--- src/rtl/bus_arbiter_pkg.sv ---
// Shared definitions for the memory-bus arbiter and the memory unit.
//   - FSM state encoding (ST_IDLE, ST_WAIT)
//   - Owner encoding (OWN_A = instruction fetch, OWN_B = data access)
//   - Default bus widths shared with the memory unit
//   - Winner selection helper used by the arbiter
package bus_arbiter_pkg;

    localparam int unsigned BUS_ADDR_W = 27;
    localparam int unsigned BUS_DATA_W = 32;

    typedef enum logic [0:0] {
        ST_IDLE = 1'b0,
        ST_WAIT = 1'b1
    } arb_state_t;

    typedef logic owner_t;
    localparam owner_t OWN_A = 1'b0;
    localparam owner_t OWN_B = 1'b1;

    // B wins unless only A is valid, or both are valid and A is preferred.
    function automatic owner_t select_owner(input logic a_valid, input logic b_valid,
                                            input logic prefer_a);
        if (a_valid && (!b_valid || prefer_a)) begin
            return OWN_A;
        end
        return OWN_B;
    endfunction

endpackage

--- src/rtl/bus_req_slot.sv ---
// One pending-request slot in front of the shared memory bus.
// Captures {addr, data, we} on a start pulse when the slot is empty and the
// port has nothing in flight; cleared when the arbiter grants it.
// Ports:
//   clk, reset          clock, synchronous active-high reset
//   start               one-cycle request pulse from the port
//   addr, data, we      request fields, sampled with start
//   busy                port currently owns the bus; new starts are ignored
//   grant               arbiter issued this slot onto the bus this cycle
//   valid               slot holds a request
//   slot_addr/data/we   captured request fields
module bus_req_slot
    import bus_arbiter_pkg::*;
#(
    parameter int unsigned ADDR_W = BUS_ADDR_W,
    parameter int unsigned DATA_W = BUS_DATA_W
) (
    input  logic              clk,
    input  logic              reset,
    input  logic              start,
    input  logic [ADDR_W-1:0] addr,
    input  logic [DATA_W-1:0] data,
    input  logic              we,
    input  logic              busy,
    input  logic              grant,
    output logic              valid,
    output logic [ADDR_W-1:0] slot_addr,
    output logic [DATA_W-1:0] slot_data,
    output logic              slot_we
);

    logic load;

    // A start while full or in flight is a protocol violation: drop it.
    assign load = start && !valid && !busy;

    always_ff @(posedge clk) begin
        if (reset) begin
            valid     <= 1'b0;
            slot_addr <= '0;
            slot_data <= '0;
            slot_we   <= 1'b0;
        end else if (grant) begin
            valid <= 1'b0;
        end else if (load) begin
            valid     <= 1'b1;
            slot_addr <= addr;
            slot_data <= data;
            slot_we   <= we;
        end
    end

endmodule

--- src/rtl/bus_arbiter.sv ---
// Two-port arbiter for the single memory bus. Port A is instruction fetch,
// port B is data access. Requests are captured into per-port slots, issued
// one at a time onto the bus, and the done pulse / read data are routed back
// to the issuing port. All outputs are registered.
// Ports:
//   clk, reset                        clock, synchronous active-high reset
//   a_addr/a_data/a_we/a_start        port A request
//   a_q/a_done                        port A completion
//   b_*                               same for port B
//   bus_addr/bus_data/bus_we/bus_start  request to the memory unit
//   bus_q/bus_done                    completion from the memory unit
// Build option:
//   BUS_ARBITER_ROUND_ROBIN_EN  when defined, contested grants alternate using
//                               a last-grant register; otherwise B beats A.
module bus_arbiter
    import bus_arbiter_pkg::*;
#(
    parameter int unsigned ADDR_W = BUS_ADDR_W,
    parameter int unsigned DATA_W = BUS_DATA_W
) (
    input  logic              clk,
    input  logic              reset,
    input  logic [ADDR_W-1:0] a_addr,
    input  logic [DATA_W-1:0] a_data,
    input  logic              a_we,
    input  logic              a_start,
    output logic [DATA_W-1:0] a_q,
    output logic              a_done,
    input  logic [ADDR_W-1:0] b_addr,
    input  logic [DATA_W-1:0] b_data,
    input  logic              b_we,
    input  logic              b_start,
    output logic [DATA_W-1:0] b_q,
    output logic              b_done,
    output logic [ADDR_W-1:0] bus_addr,
    output logic [DATA_W-1:0] bus_data,
    output logic              bus_we,
    output logic              bus_start,
    input  logic [DATA_W-1:0] bus_q,
    input  logic              bus_done
);

    arb_state_t state_q, state_d;
    owner_t     owner_q, owner_d;
    owner_t     winner;
    logic       prefer_a;

    logic              a_valid, b_valid, a_slot_we, b_slot_we;
    logic [ADDR_W-1:0] a_slot_addr, b_slot_addr;
    logic [DATA_W-1:0] a_slot_data, b_slot_data;
    logic              a_busy, b_busy, a_grant, b_grant, issue;

    logic [ADDR_W-1:0] bus_addr_d;
    logic [DATA_W-1:0] bus_data_d, a_q_d, b_q_d;
    logic              bus_we_d, bus_start_d, a_done_d, b_done_d;

    // A port stays in flight until its bus_done is seen, so a re-request in
    // the bus_done cycle is already pending for the following IDLE cycle.
    assign a_busy = (state_q == ST_WAIT) && (owner_q == OWN_A) && !bus_done;
    assign b_busy = (state_q == ST_WAIT) && (owner_q == OWN_B) && !bus_done;

`ifdef BUS_ARBITER_ROUND_ROBIN_EN
    owner_t last_grant_q;

    always_ff @(posedge clk) begin
        if (reset) begin
            last_grant_q <= OWN_A;
        end else if (issue) begin
            last_grant_q <= winner;
        end
    end

    assign prefer_a = (last_grant_q == OWN_B);
`else
    assign prefer_a = 1'b0;
`endif

    assign winner  = select_owner(a_valid, b_valid, prefer_a);
    assign issue   = (state_q == ST_IDLE) && (a_valid || b_valid);
    assign a_grant = issue && (winner == OWN_A);
    assign b_grant = issue && (winner == OWN_B);

    bus_req_slot #(.ADDR_W(ADDR_W), .DATA_W(DATA_W)) u_slot_a (
        .clk       (clk),
        .reset     (reset),
        .start     (a_start),
        .addr      (a_addr),
        .data      (a_data),
        .we        (a_we),
        .busy      (a_busy),
        .grant     (a_grant),
        .valid     (a_valid),
        .slot_addr (a_slot_addr),
        .slot_data (a_slot_data),
        .slot_we   (a_slot_we)
    );

    bus_req_slot #(.ADDR_W(ADDR_W), .DATA_W(DATA_W)) u_slot_b (
        .clk       (clk),
        .reset     (reset),
        .start     (b_start),
        .addr      (b_addr),
        .data      (b_data),
        .we        (b_we),
        .busy      (b_busy),
        .grant     (b_grant),
        .valid     (b_valid),
        .slot_addr (b_slot_addr),
        .slot_data (b_slot_data),
        .slot_we   (b_slot_we)
    );

    // State register and registered outputs.
    always_ff @(posedge clk) begin
        if (reset) begin
            state_q   <= ST_IDLE;
            owner_q   <= OWN_A;
            bus_addr  <= '0;
            bus_data  <= '0;
            bus_we    <= 1'b0;
            bus_start <= 1'b0;
            a_q       <= '0;
            a_done    <= 1'b0;
            b_q       <= '0;
            b_done    <= 1'b0;
        end else begin
            state_q   <= state_d;
            owner_q   <= owner_d;
            bus_addr  <= bus_addr_d;
            bus_data  <= bus_data_d;
            bus_we    <= bus_we_d;
            bus_start <= bus_start_d;
            a_q       <= a_q_d;
            a_done    <= a_done_d;
            b_q       <= b_q_d;
            b_done    <= b_done_d;
        end
    end

    // Next-state logic; bus_done in IDLE is ignored.
    always_comb begin
        state_d = state_q;
        case (state_q)
            ST_IDLE: if (issue)    state_d = ST_WAIT;
            ST_WAIT: if (bus_done) state_d = ST_IDLE;
            default:               state_d = ST_IDLE;
        endcase
    end

    // Output logic: bus fields hold during WAIT, pulses default low.
    always_comb begin
        owner_d     = owner_q;
        bus_addr_d  = bus_addr;
        bus_data_d  = bus_data;
        bus_we_d    = bus_we;
        bus_start_d = 1'b0;
        a_q_d       = a_q;
        a_done_d    = 1'b0;
        b_q_d       = b_q;
        b_done_d    = 1'b0;
        case (state_q)
            ST_IDLE: begin
                if (issue) begin
                    bus_start_d = 1'b1;
                    owner_d     = winner;
                    if (winner == OWN_B) begin
                        bus_addr_d = b_slot_addr;
                        bus_data_d = b_slot_data;
                        bus_we_d   = b_slot_we;
                    end else begin
                        bus_addr_d = a_slot_addr;
                        bus_data_d = a_slot_data;
                        bus_we_d   = a_slot_we;
                    end
                end
            end
            ST_WAIT: begin
                if (bus_done) begin
                    if (owner_q == OWN_B) begin
                        b_q_d    = bus_q;
                        b_done_d = 1'b1;
                    end else begin
                        a_q_d    = bus_q;
                        a_done_d = 1'b1;
                    end
                end
            end
            default: ;
        endcase
    end

endmodule
--- config.mk ---
export PLATFORM = sky130hd
export DESIGN_NAME = bus_arbiter
export DESIGN_NICKNAME = d
export VERILOG_FILES = /design/src/rtl/bus_arbiter_pkg.sv /design/src/rtl/bus_req_slot.sv /design/src/rtl/bus_arbiter.sv
export SDC_FILE = /design/constraint.sdc
export NUM_CORES = 1
export LEC_CHECK = 0
export BUFFER_PORTS_ARGS = -buffer_cell sky130_fd_sc_hd__buf_2
export CORE_ASPECT_RATIO = 0.75
export CORE_MARGIN = 10
export CORE_UTILIZATION = 25
export CTS_CLUSTER_SIZE = 40
export DETAILED_ROUTE_END_ITERATION = 16
export PLACE_DENSITY = 0.42
export RECOVER_POWER = 25
export SLEW_MARGIN = 5
export SYNTH_ARGS = -nofsm -noshare
export SYNTH_HDL_FRONTEND = slang
export SYNTH_SLANG_ARGS = --single-unit
--- constraint.sdc ---
create_clock -name clk -period 1.6 [get_ports clk]
set_clock_uncertainty 0.15 [all_clocks]
set_input_delay 0.48 -clock clk [delete_from_list [all_inputs] [get_ports clk]]
set_output_delay 0.48 -clock clk [all_outputs]
set_load 0.05 [all_outputs]
==> flow_summary.yaml, run 1 <==
clocking:
  htreeDepth: 1
  clock_path_buffers: 3
  cts_buffers: 30
  cts_root_buf: "clkbuf_16"
  clk_latency_ns: 0.56
  clock-sinks: 251
  clkSlewWorstSetupHoldPaths_ns: 0.06
  cts_tree: "yes"
cells_and_area:
  multi_input_area_um2: 4925
  syn2layout_area_growth_pct: 60.05
  fillers: 4118
  finalInstanceArea_um2: 16750
  nNetsFinal: 1801
  drive_gt1_share_pct: 38.84
  register_area_um2: 5259
  fin_util_pct: 40.79
grt:
  grt_pass1_wl_mm: 59.79
  track_usage_pct: 14.68
  antenna_found_initial: 5
  grt-ovfl-total: 0
  grt_max_degree: 62
  first_global_vias: 10100
synth:
  synth_top_area_share_pct: 48.00
  synth_cells: 1237
  ys_dominant_reg_cell: "dfxtp_1"
  synth_cell_types: 25
  synthArstFlopShare_pct: 0
  synth_most_common_cell: "nand2_1"
  netlist_area_um2: 10470
  ys_top_cells_by_count: "369 x nand2_1, 251 x dfxtp_1, 125 x a21oi_1, 125 x nor2_1, 120 x mux2i_1"
  ys_seq_elements: 251
  synth_top_cell_by_area: "dfxtp_1"
  synth_area_leaders: "dfxtp_1 48%, nand2_1 13%, mux2i_1 11%"
  syn-num-nets: 1394
  synth_edf_count: 0
  seq_area_frac_synth_pct: 48.00
  yosysWarnings: 0
  synth.avg_cell_area_um2: 8.463
timing:
  finalCritPeriodShare_pct: 107.6
  grt_setup_unrepaired: "true"
  worst_pin_slew_ns: 0.4528
  fin_crit_ns: 1.722
  setup_viol: 128
  slew_headroom_pct: 69.82
  max_freq_ghz: 0.5809
  finalMaxSlewViolations: 0
  hold_violations: 0
  fin_ws_ns: -0.1215
floorplanning:
  ios: 284
  core_area_um2: 41080
  rows: 64
  dieArea_um2: 50550
  initial_core_util_pct: 25.48
  die_h_um: 197.2
  die_x_um: 256.3
route:
  avgRoutedWirePerCell_um: 17.43
  drt_iter0_markers: 486
  routed_wl_mm: 38.86
  drtPass1Iterations: 5
  num_vias: 9859
  drc: 0
  post_drt_via_cell_ratio: 4.423
  ant_nets: 0
placed_design:
  gp_congestion: 0.7435
  hpwl_mm: 25.82
  port_buffers: 283
  dpl-instance-area_um2: 12860
  dp_slack_ns: -0.3951
critical_path:
  slowest_stage: "dfxtp_4"
  reg2reg_slack_ns: 0
  r2r_cells: 5
  slowest_delay_ns: 0.38
  crit_family: "flip-flops"
  path_cells: "buf_8"
  crit_fanout: 3
  cp.required_ns: 0.97
  end_kind: "output pin"
  worstPathArrival_ns: 1.09
  crit_buf_inv: 1
  reg2reg_from: "state_q"
  path_class: "reg -> out"
  crit_start: "bus_addr[17]"
  cp.depth: 1
  worstSetupStartpointType: "register"
worst_hold_path:
  min-delay-path-class: "in -> reg"
  min-delay-start: "b_data[21]"
  whs_path_depth: 3
power:
  leakage_nw: 7.090
  power_density_nw_per_um2: 1128
  peakVddDrop_uv: 726.1
  total_power_mw: 18.91
run:
  max-cap-violations: 0
status:
  outcome: "finished, violations left"
  violations: "negative setup slack"
state kept, by name, indices dropped and copies added (netlist names), 27 cells and up:
register and flops:
a_q 32, b_q 32, bus_addr 27, bus_data 32, u_slot_a.slot_addr 27, u_slot_a.slot_data 32
u_slot_b.slot_addr 27, u_slot_b.slot_data 32
cell families (layout without fill, tap and decap cells):
kind of cell	count (synthesis)	count (layout)	share of synthesized area, %
compound gates	251	251	17.19
buf+inv	115	544	5.259
flops	251	251	48.00
mux	120	120	11.47
other cells	0	2	0
simple gates	500	500	18.08
where the power goes:
part | leakage [nW] | switching [mW] | internal [mW] | total, mW
Combinational | 4.45 | 2.35 | 2.05 | 4.41
Sequential | 2.12 | 0.401 | 6.79 | 7.19
Clock | 0.522 | 2.83 | 4.48 | 7.31
Total | 7.09 | 5.59 | 13.3 | 18.9
worst reg2reg max path, delay by kind of cell, from the launching register on:
family / cells / cell delay [ns]
AND/OR/NAND/NOR: 1 / 0.10
AO/OA/AOI/OAI: 2 / 0.38
flip-flops: 1 / 0.39
buffers and inverters: 2 / 0.52
cell usage in the layout (no fill, tap or decap), types with 6 or more instances in the layout:
master         count
dlygate4sd3_1     81
buf_2            156
o221a_2           57
nor2_1           125
a21oi_1          125
buf_4             85
o21a_1            62
nand2_1          368
clkbuf_1           6
mux2i_1          120
dfxtp_2          103
buf_12            27
clkbuf_8           7
dfxtp_4           28
dfxtp_1          120
clkbuf_16         33
clkinv_2           6
buf_8            124
per-stage QoR:
stage / TNS [ns] / cells / hold WS [ns]
final: -11.31 / 2229 / 0.01805
after floorplan: 0 / 1237 / 0.2849
after global routing: -21.26 / 2229 / 0.002131
after detailed placement: -27.45 / 2027 / 0.2933
after global placement: -26.78 / 2027 / 0.2897
after CTS: -15.58 / 2218 / 0.0003123
metal layers:
| layer | part of all wire, % | track usage, % |
|---|---|---|
| met2 | 45 | 23.27 |
| met3 | 4.7 | 3.459 |
| met5 | 0.069 | 0 |
| met4 | 2.7 | 3.806 |
| met1 | 47 | 19.71 |
area by class of cell:
class                      instances  share of cell area, %
sequential                       251                  31.39
timing repair buffer             485                  28.58
multi-input combinational        871                  29.39
clock inverter                    11                 0.9484
tap                              561                  4.189
antenna                            2                0.02987
clock buffer                      43                  5.317
inverter                           5                 0.1568
repair_timing:
| item | in CTS | in global routing |
|---|---|---|
| gates resized for setup | 537 | 11 |
| cloned | 1 | 2 |
| setup buffers | 56 | 8 |
| setup endpoints to repair | 138 | 180 |
| hold buffers | 80 | 1 |
| pin swaps | 1 | 1 |
| hold endpoints to repair | 109 | 1 |
final timing paths:
| kind | end |
|---|---|
| min reg2reg | u_slot_a.slot_we |
| max | bus_addr[17] |
| min | u_slot_b.slot_data[21] |
| max reg2reg | bus_addr[9] |
(Power assumes the default switching activity.)
==> inputs of run 2 (changes only) <==
Settings changed: PLACE_DENSITY 0.42 to default.
Clock period 1.6 ns to 1.7 ns, I/O delays scaled along.
==> flow_summary.yaml, run 2 (synthesized netlist as in run 1, its figures left out) <==
status:
  outcome: "finished, violations left"
  violations: "negative setup slack"
critical_path:
  crit_buf_inv: 1
  reg2reg_from: "state_q"
  r2r_end: "b_q[2]"
  reg2reg_slack_ns: 0
  cp.required_ns: 1.04
  crit_family: "flip-flops"
  slowest_stage: "dfxtp_4"
  path_cells: "buf_8"
  worstSetupStartpointType: "register"
  slowest_delay_ns: 0.38
  path_class: "reg -> out"
  end_kind: "output pin"
  r2r_cells: 5
  worstPathArrival_ns: 1.08
  crit_fanout: 3
cells_and_area:
  syn2layout_area_growth_pct: 47.91
  layout_commonest_cell: "nand2_1"
  nNetsFinal: 1698
  register_area_um2: 5250
  multi_input_area_um2: 4925
  fin_util_pct: 37.69
  most-common-layout-cells: "368 x nand2_1, 156 x buf_2, 128 x buf_8, 125 x a21oi_1, 125 x nor2_1"
  drive_gt1_share_pct: 39.63
  fillers: 4096
grt:
  antenna_found_initial: 5
  grt_max_degree: 67
  grt-ovfl-total: 0
  grt_pass1_wl_mm: 56.25
  track_usage_pct: 13.64
  first_global_vias: 9854
timing:
  finalMaxSlewViolations: 0
  finalCritPeriodShare_pct: 102.3
  setup_viol: 71
  grt_setup_unrepaired: "true"
  worst_pin_slew_ns: 0.6409
  fin_crit_ns: 1.740
  slew_headroom_pct: 57.27
  setup_tns_ns: -0.8287
  fin_ws_ns: -0.03966
  max_freq_ghz: 0.5748
  hold_slack_ns: 0.04133
  hold_violations: 0
floorplanning:
  rows: 64
  core_area_um2: 41080
  die_x_um: 256.3
  ios: 284
  die_h_um: 197.2
  dieArea_um2: 50550
  initial_core_util_pct: 25.48
route:
  drt_iter0_markers: 507
  ant_nets: 0
  routed_wl_mm: 36.34
  drc: 0
  post_drt_via_cell_ratio: 4.562
  num_vias: 9698
  avgRoutedWirePerCell_um: 17.10
  drtPass1Iterations: 5
worst_hold_path:
  min-delay-path-class: "in -> reg"
  min_to: "b_q[23]"
  whs_path_depth: 3
  min-delay-start: "bus_q[23]"
clocking:
  cts_buffers: 27
  hold_buffers: 0
  clock-sinks: 251
  cts_root_buf: "clkbuf_16"
  htreeDepth: 1
  clock_path_buffers: 3
  clk_latency_ns: 0.55
  cts_tree: "yes"
  clkSlewWorstSetupHoldPaths_ns: 0.06
run:
  max-cap-violations: 0
power:
  power_density_nw_per_um2: 1076
  leakage_nw: 6.523
  peakVddDrop_uv: 709.6
placed_design:
  hpwl_mm: 24.79
  gp_congestion: 0.7670
  port_buffers: 283
run 2: cell types whose count changed in the layout (fill, tap and decap cells not counted), moves of 4 or more:
| cell | before | now |
|---|---|---|
| buf_8 | 124 | 128 |
| buf_12 | 27 | 18 |
| clkbuf_2 | 0 | 5 |
| buf_4 | 85 | 69 |
| clkbuf_16 | 33 | 28 |
| dlygate4sd3_1 | 81 | 0 |
run 2: through the flow:
| step | instance area (µm²) | std cells | setup WS [ns] | total power [mW] |
|---|---|---|---|---|
| 2_1_floorplan | 10470 | 1237 | 0.01772 | 8.941 |
| 3_3_place_gp | 12680 | 2012 | -0.1566 | 9.933 |
| 3_5_place_dp | 12680 | 2012 | -0.2136 | 9.984 |
| 4_1_cts | 15440 | 2113 | -0.07498 | 16.83 |
| 5_1_grt | 15480 | 2125 | -0.08804 | 17.40 |
| 6_report | 15480 | 2126 | -0.03966 | 16.66 |
run 2: cell type report:
cell class                      count  share of cell area, %
Antenna cell                        3                0.04848
Multi-Input combinational cell    871                  31.80
Clock buffer                       41                  5.163
Tap cell                          561                  4.533
Timing Repair Buffer              385                  23.72
Sequential cell                   251                  33.90
Inverter                            5                 0.1697
Clock inverter                      9                 0.6545
run 2: what timing repair did:
item	CTS	global route
gates resized for setup	526	5
setup buffers	51	10
setup endpoints to repair	127	127
endpoints found under the hold margin	0	0
gates cloned	0	0
run 2: where the power goes:
part	switching (mW)	internal [mW]	total, mW	leakage [nW]
registers	0.372	6.38	6.76	2.12
clock network	2.48	3.54	6.02	0.443
logic	2.16	1.71	3.88	3.96
total	5.01	11.6	16.7	6.52
run 2: metal layers:
metal / vias to the layer above / GRT usage [%] / wire, µm
met4: 6 / 3.938 / 879
li1: 4773 / - / -
met5: - / 0 / 44
met2: 272 / 22.51 / 17240
met3: 54 / 3.587 / 2303
met1: 4593 / 17.27 / 15880
run 2: worst max path at each step:
stage / start / end / cells after the start
after global routing: bus_addr[11] / bus_addr[11] / 1
after global placement: bus_done / u_slot_b.slot_data[21] / 6
after detailed placement: bus_done / u_slot_b.slot_addr[2] / 6
final: bus_addr[11] / bus_addr[11] / 1
after floorplan: reset / bus_addr[19] / 6
after CTS: bus_addr[11] / bus_addr[11] / 1
==> inputs of run 3 (changes only) <==
Settings changed: CORE_MARGIN 10 to default.
==> flow_summary.yaml, run 3 (synthesized netlist as in run 1, its figures left out) <==
placed_design:
  dp.cells: 2026
  gp_congestion: 0.7768
  hpwl_mm: 21.94
  port_buffers: 283
  dpl-instance-area_um2: 12830
critical_path:
  r2r_cells: 4
  crit_family: "flip-flops"
  crit_start: "bus_addr[19]"
  slowest_delay_ns: 0.38
  crit_end: "bus_addr[19]"
  worstSetupStartpointType: "register"
  crit_fanout: 3
  reg2reg_from: "state_q"
  cp.required_ns: 1.04
  worstPathArrival_ns: 1.08
  end_kind: "output pin"
  slowest_stage: "dfxtp_4"
  reg2reg_slack_ns: 0.06
  crit_buf_inv: 1
  path_cells: "buf_8"
  path_class: "reg -> out"
  cp.depth: 1
  r2r_end: "bus_data[8]"
floorplanning:
  ios: 284
  die_h_um: 179.2
  initial_core_util_pct: 25.53
  core_area_um2: 41000
  dieArea_um2: 42710
  die_x_um: 238.3
  rows: 64
clocking:
  clock_path_buffers: 3
  cts_tree: "yes"
  htreeDepth: 1
  cts_buffers: 28
  clock-sinks: 251
  hold_buffers: 0
  clkSlewWorstSetupHoldPaths_ns: 0.06
  clk_latency_ns: 0.56
  cts_root_buf: "clkbuf_16"
run:
  max-cap-violations: 0
grt:
  grt_max_degree: 69
  antenna_found_initial: 5
  first_global_vias: 9452
  track_usage_pct: 15.38
  grt-ovfl-total: 0
  grt_pass1_wl_mm: 52.01
cells_and_area:
  fillers: 4108
  syn2layout_area_growth_pct: 49.42
  most-common-layout-cells: "369 x nand2_1, 156 x buf_2, 125 x a21oi_1, 125 x nor2_1, 125 x buf_8"
  drive_gt1_share_pct: 40.20
  layout_commonest_cell: "nand2_1"
  fin_cells: 2137
  nNetsFinal: 1713
  finalInstanceArea_um2: 15640
timing:
  worst_pin_slew_ns: 0.6374
  max_freq_ghz: 0.5757
  fin_ws_ns: -0.03714
  slew_headroom_pct: 57.51
  grt_setup_unrepaired: "true"
  fin_crit_ns: 1.737
  setup_viol: 81
  hold_violations: 0
  finalMaxSlewViolations: 0
  hold_slack_ns: 0.04547
  setup_tns_ns: -0.8999
  finalCritPeriodShare_pct: 102.2
route:
  post_drt_via_cell_ratio: 4.557
  drtPass1Iterations: 5
  drc: 0
  ant_nets: 0
  num_vias: 9738
  avgRoutedWirePerCell_um: 16.24
  routed_wl_mm: 34.70
  drt_iter0_markers: 617
power:
  leakage_nw: 6.611
  total_power_mw: 16.91
  peakVddDrop_uv: 710.4
  power_density_nw_per_um2: 1081
status:
  outcome: "finished, violations left"
  violations: "negative setup slack"
worst_hold_path:
  min-delay-path-class: "in -> reg"
==> run 3: cell types whose count changed in the layout (fill, tap and decap cells not counted), sizes merged <==
cell / change
bufinv: +1
buf: +23
diode: +1
clkinv: -2
clkbuf: -12
==> run 3: worst min-delay path by stage <==
stage	start	to	slack (ns)	cells after the start
floorplan	u_slot_b.slot_addr[0]	u_slot_b.slot_addr[0]	0.28	2
global placement	a_q[16]	a_q[16]	0.29	2
detailed placement	a_q[0]	a_q[0]	0.29	2
CTS	bus_q[16]	a_q[16]	0.007	3
global route	bus_q[15]	b_q[15]	0.02	3
finish	bus_q[21]	b_q[21]	0.05	3
==> run 3: where the power goes <==
group	total, mW	switching (mW)	internal [mW]
Sequential	6.76	0.369	6.39
Combinational	3.91	2.17	1.75
Clock	6.24	2.52	3.72
Total	16.9	5.06	11.9
==> run 3: timing repair <==
action,in CTS,in global routing
setup buffers,52,9
resized for setup,501,25
endpoints found under the setup margin,127,127
==> run 3: through the flow <==
stage | setup slack (ns) | util [%]
floorplan | 0.01772 | -
global placement | -0.1442 | 31.29
detailed placement | -0.1700 | 31.29
CTS | -0.07238 | 37.88
global route | -0.08356 | 38.14
finish | -0.03714 | 38.15
==> run 3: cell type report <==
cell class | instances | area (µm²) | area share [%]
Clock buffer | 38 | 799.5 | 5.111
Inverter | 5 | 26.28 | 0.1680
Multi-Input combinational cell | 871 | 4922 | 31.47
Antenna cell | 4 | 10.01 | 0.06399
Timing Repair Buffer | 399 | 3820 | 24.42
Clock inverter | 8 | 125.1 | 0.7999
Sequential cell | 251 | 5238 | 33.48
Tap cell | 561 | 701.9 | 4.487
==> run 3: layer usage <==
layer  routed length (µm)  track usage [%]  part of all wire, %
met1                15420            20.04                   44
met2                16270            25.07                   47
met3                 1978            3.279                  5.7
met4                 1008            5.395                  2.9
met5                   17                0                0.049
